`config.mk`:
```
export PLATFORM = sky130hd
export DESIGN_NAME = mem_arbiter
export DESIGN_NICKNAME = d
export VERILOG_FILES = /design/src/rtl/arb_pkg.sv /design/src/rtl/arb_rd_return.sv /design/src/rtl/mem_arbiter.sv
export SDC_FILE = /design/constraint.sdc
export NUM_CORES = 1
export LEC_CHECK = 0
export BUFFER_PORTS_ARGS = -buffer_cell sky130_fd_sc_hd__buf_2
export CORE_AREA = 5 5 59 61
export CTS_CLUSTER_DIAMETER = 50
export DETAILED_ROUTE_END_ITERATION = 12
export DIE_AREA = 0 0 64 66
export GPL_ROUTABILITY_DRIVEN = 0
export PLACE_DENSITY = 0.74
export SYNTH_ARGS = -nofsm -noshare
export SYNTH_HDL_FRONTEND = slang
export SYNTH_SLANG_ARGS = --single-unit
```
`constraint.sdc`:
```
create_clock -name Clk -period 2.26 [get_ports Clk]
set_clock_uncertainty 0.05 [all_clocks]
set_input_delay 0.452 -clock Clk [delete_from_list [all_inputs] [get_ports Clk]]
set_output_delay 0.452 -clock Clk [all_outputs]
set_load 0.1 [all_outputs]
```
`src/rtl/arb_pkg.sv`:
```
// Shared encodings for the sample-memory arbiter: FSM states, requester IDs,
// default bus widths and small ID/state mapping helpers.
package arb_pkg;

    localparam int ARB_ADDR_W = 8;
    localparam int ARB_DATA_W = 8;

    typedef enum logic [1:0] {
        IDLE  = 2'd0,
        OWN_H = 2'd1,
        OWN_E = 2'd2
    } arb_state_t;

    typedef enum logic {
        REQ_H = 1'b0,
        REQ_E = 1'b1
    } req_id_t;

    function automatic req_id_t other_id(input req_id_t id);
        req_id_t v_res;
        if (id == REQ_H) begin
            v_res = REQ_E;
        end else begin
            v_res = REQ_H;
        end
        return v_res;
    endfunction

    function automatic arb_state_t own_state(input req_id_t id);
        arb_state_t v_res;
        if (id == REQ_H) begin
            v_res = OWN_H;
        end else begin
            v_res = OWN_E;
        end
        return v_res;
    endfunction

endpackage

```
`src/rtl/arb_rd_return.sv`:
```
// Read-return tracker: remembers which requester issued last cycle's read and
// steers the memory's one-cycle-late read data back to that requester only.
module arb_rd_return
    import arb_pkg::*;
#(
    parameter int DATA_W = ARB_DATA_W
) (
    input  logic              i_clk,
    input  logic              i_rst_n,
    input  logic              i_rd_issue,
    input  req_id_t           i_issuer,
    input  logic [DATA_W-1:0] i_mem_rdata,
    output logic              o_h_rvalid,
    output logic [DATA_W-1:0] o_h_rdata,
    output logic              o_e_rvalid,
    output logic [DATA_W-1:0] o_e_rdata
);

    logic    r_valid;
    req_id_t r_id;

    // Capture issue strobe and issuer; reset discards any read in flight.
    always_ff @(posedge i_clk) begin
        if (!i_rst_n) begin
            r_valid <= 1'b0;
            r_id    <= REQ_H;
        end else begin
            r_valid <= i_rd_issue;
            r_id    <= i_issuer;
        end
    end

    // Memory data is only valid in the cycle after issue, so it is gated, not re-registered.
    always_comb begin
        o_h_rvalid = 1'b0;
        o_e_rvalid = 1'b0;
        o_h_rdata  = '0;
        o_e_rdata  = '0;
        if (r_valid && (r_id == REQ_H)) begin
            o_h_rvalid = 1'b1;
            o_h_rdata  = i_mem_rdata;
        end else if (r_valid && (r_id == REQ_E)) begin
            o_e_rvalid = 1'b1;
            o_e_rdata  = i_mem_rdata;
        end else begin
            o_h_rvalid = 1'b0;
            o_e_rvalid = 1'b0;
        end
    end

endmodule

```
`src/rtl/mem_arbiter.sv`:
```
// Round-robin arbiter sharing one single-port sample memory between the host
// loader (H, read/write) and the compute engine (E, read-only), with bounded lock.
module mem_arbiter
    import arb_pkg::*;
#(
    parameter int ADDR_W   = ARB_ADDR_W,
    parameter int DATA_W   = ARB_DATA_W,
    parameter int MAX_HOLD = 16
) (
    input  logic              Clk,
    input  logic              Rst,
    input  logic              h_req,
    input  logic              h_lock,
    input  logic              h_we,
    input  logic [ADDR_W-1:0] h_addr,
    input  logic [DATA_W-1:0] h_wdata,
    output logic              h_gnt,
    output logic              h_rvalid,
    output logic [DATA_W-1:0] h_rdata,
    input  logic              e_req,
    input  logic              e_lock,
    input  logic [ADDR_W-1:0] e_addr,
    output logic              e_gnt,
    output logic              e_rvalid,
    output logic [DATA_W-1:0] e_rdata,
    output logic              mem_en,
    output logic              mem_we,
    output logic [ADDR_W-1:0] mem_addr,
    output logic [DATA_W-1:0] mem_wdata,
    input  logic [DATA_W-1:0] mem_rdata
);

    localparam int                HOLD_W    = (MAX_HOLD > 1) ? $clog2(MAX_HOLD) : 1;
    localparam logic [HOLD_W-1:0] HOLD_LAST = HOLD_W'(MAX_HOLD - 1);

    arb_state_t        r_state;
    arb_state_t        w_state_nxt;
    req_id_t           r_ptr;
    logic [HOLD_W-1:0] r_hold;

    logic              w_mem_en;
    logic              w_mem_we;
    logic [ADDR_W-1:0] w_mem_addr;
    logic [DATA_W-1:0] w_mem_wdata;
    logic              w_own_req;
    logic              w_own_lock;
    logic              w_oth_req;
    req_id_t           w_issuer;
    arb_state_t        w_other_state;
    logic              w_rd_issue;

    // Owner view: route the current owner's request onto the memory port.
    always_comb begin
        w_mem_en    = 1'b0;
        w_mem_we    = 1'b0;
        w_mem_addr  = '0;
        w_mem_wdata = '0;
        w_own_req   = 1'b0;
        w_own_lock  = 1'b0;
        w_oth_req   = 1'b0;
        w_issuer    = REQ_H;
        case (r_state)
            OWN_H: begin
                w_mem_en    = h_req;
                w_mem_we    = h_we;
                w_mem_addr  = h_addr;
                w_mem_wdata = h_wdata;
                w_own_req   = h_req;
                w_own_lock  = h_lock;
                w_oth_req   = e_req;
                w_issuer    = REQ_H;
            end
            OWN_E: begin
                w_mem_en    = e_req;
                w_mem_addr  = e_addr;
                w_own_req   = e_req;
                w_own_lock  = e_lock;
                w_oth_req   = h_req;
                w_issuer    = REQ_E;
            end
            default: begin
                w_mem_en = 1'b0;
                w_mem_we = 1'b0;
            end
        endcase
    end

    assign w_other_state = own_state(other_id(w_issuer));
    assign w_rd_issue    = w_mem_en && !w_mem_we;

    // Next owner: an unlocked owner yields after one access; a locked one yields at the hold limit.
    always_comb begin
        w_state_nxt = r_state;
        case (r_state)
            IDLE: begin
                if (h_req && e_req) begin
                    w_state_nxt = own_state(r_ptr);
                end else if (h_req) begin
                    w_state_nxt = OWN_H;
                end else if (e_req) begin
                    w_state_nxt = OWN_E;
                end else begin
                    w_state_nxt = IDLE;
                end
            end
            OWN_H, OWN_E: begin
                if (!w_own_req) begin
                    w_state_nxt = w_oth_req ? w_other_state : IDLE;
                end else if (w_oth_req && (!w_own_lock || (r_hold == HOLD_LAST))) begin
                    w_state_nxt = w_other_state;
                end else begin
                    w_state_nxt = r_state;
                end
            end
            default: begin
                w_state_nxt = IDLE;
            end
        endcase
    end

    // Ownership FSM with round-robin pointer and saturating hold counter.
    always_ff @(posedge Clk) begin
        if (!Rst) begin
            r_state <= IDLE;
            r_ptr   <= REQ_H;
            r_hold  <= '0;
        end else begin
            r_state <= w_state_nxt;
            if ((w_state_nxt != IDLE) && (w_state_nxt != r_state)) begin
                r_hold <= '0;
                r_ptr  <= (w_state_nxt == OWN_H) ? REQ_E : REQ_H;
            end else if (w_state_nxt == IDLE) begin
                r_hold <= '0;
            end else if (w_mem_en && (r_hold != HOLD_LAST)) begin
                r_hold <= r_hold + HOLD_W'(1);
            end else begin
                r_hold <= r_hold;
            end
        end
    end

    assign h_gnt     = (r_state == OWN_H);
    assign e_gnt     = (r_state == OWN_E);
    assign mem_en    = w_mem_en;
    assign mem_we    = w_mem_we;
    assign mem_addr  = w_mem_addr;
    assign mem_wdata = w_mem_wdata;

    arb_rd_return #(
        .DATA_W (DATA_W)
    ) u_rd_return (
        .i_clk       (Clk),
        .i_rst_n     (Rst),
        .i_rd_issue  (w_rd_issue),
        .i_issuer    (w_issuer),
        .i_mem_rdata (mem_rdata),
        .o_h_rvalid  (h_rvalid),
        .o_h_rdata   (h_rdata),
        .o_e_rvalid  (e_rvalid),
        .o_e_rdata   (e_rdata)
    );

endmodule

```
After elaboration in Yosys (flattened, before gate mapping)
Cells that the tools add are included.
- latch bits: 0
- bits of input ports: 39
- flip-flop bits (word level): 9
- memories kept: 0
- RAM bits: 0
- ROM bits: 0
- output and inout port bits: 38
- multiplexer cells: 23
- $mul: 0
- shifts and indexed selects: 0
- eq/ne operators: 6
- div/mod/pow operators: 0
- add/sub/neg operators: 1
- reductions and logical operators: 15
- magnitude comparators: 0
- bitwise gates (word level): 2
- operator list (operator ; count):
    2-to-1 mux 8 bit ; 4
    2-to-1 mux 2 bit ; 8
    case mux 8 bit (2 select lines) ; 1
    logical AND 1 bit ; 7
    2-to-1 mux 1 bit ; 6
    case mux 1 bit (2 select lines) ; 3
    adder 4 x 1 -> 4 bit (second input constant) ; 1
    == test 2 x 1 -> 1 bit (second input constant) ; 2
    == test 4 bit (second input constant) ; 1
    logical NOT 2 bit ; 2
    inequality test 4 bit (second input constant) ; 1
    case mux 2 bit (2 select lines) ; 1
    OR reduction 3 bit ; 1
    == test 2 bit (second input constant) ; 1
    logical NOT 1 bit ; 2
    inequality test 2 bit ; 1
    NOT 1 bit ; 2
    nonzero test 2 bit ; 1
    OR reduction 2 bit ; 1
    logical OR 1 bit ; 1

Depth between registers and ports, before layout
- depth in word-level cells: 11
- mapped depth: 9
- depth with buffers taken out: 9

Cells and area by module
A second synthesis with hierarchy kept.
- cell total of the unflattened synthesis: 127
- area total of the unflattened synthesis: 1057.3 µm²
- by module, submodules not included (module ; seq. area each (µm²) ; cells an instance ; times used ; area each (µm²)):
    mem_arbiter ; 140.1 ; 103 ; 1 ; 835.8
    arb_rd_return ; 40.0 ; 24 ; 1 ; 221.5

Least setup slack after synthesis
OpenSTA, ideal clock, no wires.
- path type: register to output
- from: register r_state[1]
- to: output mem_addr[1]
- path buffers: 2
- path slack: -1.484 ns
- arrival: 3.242 ns
- stages on the path, launching flop included: 7
- required time: 1.758 ns
- cells stage by stage: dfxtp_1 inv_1 ha_1 buf_6 clkbuf_1 a22oi_1 nor2b_1
- cells in the longest elaborated chain, start to end: 2
- elaborated cells between the ends (all ways): 3
- classes of those cells: 2 x eq/ne; 1 x mux
- ends and longest elaborated chain (item ; line ; text):
    from (decl) ; mem_arbiter.sv:36 ; arb_state_t r_state;
    from (signal assigned) ; mem_arbiter.sv:128 ; r_state <= w_state_nxt;
    == test 2 x 1 -> 1 bit ; -- ;
    named net h_gnt ; mem_arbiter.sv:17 ; output logic h_gnt,
    case mux 8 bit (2 select lines) ; mem_arbiter.sv:62 ; case (r_state)
    to (decl) ; mem_arbiter.sv:28 ; output logic [ADDR_W-1:0] mem_addr,
The timed path passes the listed nets, and every way through them passes these cells.

Final worst setup path
- from: register r_state[0]
- to: output mem_en
- cells in the longest elaborated chain, start to end: 2
- elaborated cells between the ends (all ways): 3
- classes of those cells: 2 x eq/ne; 1 x mux
- ends and longest elaborated chain (item ; line ; text):
    == test 2 bit or == test 2 x 1 -> 1 bit (tied branches) ; mem_arbiter.sv:62 ;
    case mux 1 bit (2 select lines) * ; mem_arbiter.sv:62 ;
    to (decl) ; mem_arbiter.sv:26 ; output logic mem_en,
Every way passes the cells marked *; elsewhere a longest branch is shown, timed or not.

==> impl_metrics.ini <==
[cells_and_area]
final_cell_area_um2 = 1710
drive_above_1_share_pct = 62.6
antenna_cells = 0
syn2layout_area_growth_pct = 75.1
nNetsFinal = 248
nFillCells = 256

[worst_setup_path]
cp_data_arrival_time_ns = 1.65
ff2ff_setup_slack_ns = 0.11
cp.required_ns = 1.76
crit_path_end_kind = primary output
worst-path-max-fanout = 17
critPathLaunchType = flop
crit_type = reg2out
reg2reg_to = r_hold[0]
rr_startpoint = r_state[0]
worstRegToRegCells = 9

[grt]
grt_pass1_wl_um = 5310
grt_max_degree = 26
antenna_found_initial = 0
grt_pass1_vias = 1205
grtUsageTotal_pct = 15.9
overflow = 0

[min_path]
hold_depth = 2
min_delay_worst_endpoint = r_hold[1]
holdCritStartpoint = r_hold[1]
min_path_type = reg2reg

[timing]
finalHoldViolCount = 0
worst_slew_pin_slew_ns = 0.492
hold_ws_ns = 0.438
final_max_slew_viol_count = 0
max_freq_mhz = 464
setup-tns-final_ns = 0
min_period_over_period_pct = 95.4
setup_viol = 0
fin_crit_ns = 2.16
slew_headroom_pct = 67.4

[detailed_routing]
routed_via_density = 5.21
dr.first_iter.drc_count = 19
drt_wl_total_um = 3370
avgRoutedWirePerCell_um = 14.3
drtAntennaViolNets = 0
firstDrtPassIters = 4
drc = 0
vias = 1230

[clock_network]
clockBufferDepth = 2
clock-sinks = 9
clock_latency_ns = 0.28
cts_tree = built
cts_buffers = 3
ctsRootBufferMaster = clkbuf_4
ctsHtreeMaxLevel = 1
clk_pin_slew_ns = 0.07

[synthesis]
ys_types = 41
synth_flop_cell = dfxtp_1
postSynth.asyncResetShare_pct = 0
ys_seq_area_share_pct = 18.5
yosys_warnings = 0
synth_nets = 167
avgSynthCellArea_um2 = 7.92
synth-seq-cells = 9
synth_edf_count = 0
netlist_instances = 123
syn_area_um2 = 975

[outcome]
status = completed

[floorplan]
die-area_um2 = 4220
dieHeight_um = 66
die_width_um = 64
io_pins = 77
rows = 20
start_util_pct = 33.3
core-area_um2 = 2930

[placement]
io_buffers = 76
hpwlAfterDp_um = 2790
dpl_cell_area_um2 = 1640

[power]
ir_worst_vdd_v = 0.000291
p_total_uw = 691
pwr_density_cell_nw_per_um2 = 405
leakagePower_uw = 0.000814

[flow_run]
cap_viol_max_count = 0
==> critical path, stage by stage, from the launching register on <==
cell and delay [ns]:
dfxtp_2 0.32, inv_1 0.11, ha_4 0.26, a22o_1 0.21, nand2_1 0.16, inv_4 0.13, buf_12 0.18
==> layout by cell type, fill, tap and decap left out, types with 2 or more instances in the layout <==
cell / count
ha_1: 3
buf_4: 4
inv_1: 2
and2_2: 16
nor3_2: 2
and2_1: 4
dfxtp_2: 2
buf_12: 9
dfxtp_1: 7
a21oi_1: 3
o211ai_1: 4
ha_4: 2
a22oi_1: 9
nand2_1: 10
and3_1: 9
buf_2: 67
nor2_1: 4
clkbuf_4: 3
nand3_1: 5
nor2b_4: 8
==> Yosys cell counts (2+ instances only) <==
master,n,area share (%)
and2_1,20,13
nand2_1,10,3.9
nor2b_1,10,6.4
a22oi_1,9,6.9
and3_1,9,5.8
dfxtp_1,9,18
ha_1,5,6.4
nand3_1,5,2.6
nor2_1,4,1.5
o211ai_1,4,3.1
a21oi_1,3,1.5
clkbuf_1,3,1.2
inv_1,3,1.2
nor3_1,2,1.0
==> layer usage <==
layer  GRT usage, %  vias up  wire length, um
li1               -      610                -
met2           28.6       78             1610
met3           7.82        4              525
met1           15.7      538             1200
met4           5.45        0               37
met5              0        -                0
==> worst max path at each step <==
| stage | slack (ns) | depth (start not counted) | from | endpoint |
|---|---|---|---|---|
| 6_report | 0.10 | 6 | r_state[0] | mem_en |
| 5_1_grt | -0.02 | 9 | r_state[1] | r_hold[3] |
| 4_1_cts | 0.05 | 3 | u_rd_return.r_valid | h_rdata[6] |
| 3_5_place_dp | 0.13 | 8 | r_state[1] | r_hold[0] |
| 3_3_place_gp | 0.17 | 8 | r_state[1] | r_hold[3] |
| 2_1_floorplan | 0.002 | 4 | r_state[1] | mem_we |
==> registers in the layout, indices dropped and copies added (netlist names) <==
signal and flops:
u_rd_return.r_id 1, r_ptr 1, r_state 2, u_rd_return.r_valid 1, r_hold 4
==> layout make-up <==
class	instances	area, um2	area share, %
Clock buffer	4	26.3	1.54
Multi-Input combinational cell	105	882	51.7
Timing Repair Buffer	81	557	32.6
Sequential cell	9	183	10.7
Inverter	4	17.5	1.03
Tap cell	33	41.3	2.42
==> where the power goes <==
part	internal (uW)	total, uW	leakage, uW	switching, uW
Clock	68.4	135	0.0000150	66.2
Sequential	165	172	0.0000738	6.65
Combinational	135	384	0.000725	249
==> kinds of logic (layout without fill, tap and decap cells) <==
kind of cell | after synthesis | count (layout) | synth area share [%]
buf+inv | 9 | 89 | 4.36
flops | 9 | 9 | 18.5
xor+xnor | 2 | 2 | 1.80
fa+ha+maj | 5 | 5 | 6.42
compound gates | 29 | 29 | 25.7
simple gates | 69 | 69 | 43.3
==> through the flow <==
stage	setup slack, ns	util (%)	instances
after global placement	0.174	56.2	231
after floorplan	0.00224	-	123
after CTS	0.0455	57.1	235
after global routing	-0.0225	58.3	236
final	0.104	58.3	236
after detailed placement	0.134	56.2	231
==> what timing repair did <==
| item | 4_1_cts | 5_1_grt |
|---|---|---|
| endpoints found under the setup margin | 0 | 14 |
| buffers inserted | 0 | 1 |
| gates resized for setup | 0 | 5 |
| hold buffers | 0 | 0 |
(Power assumes the default switching activity.)
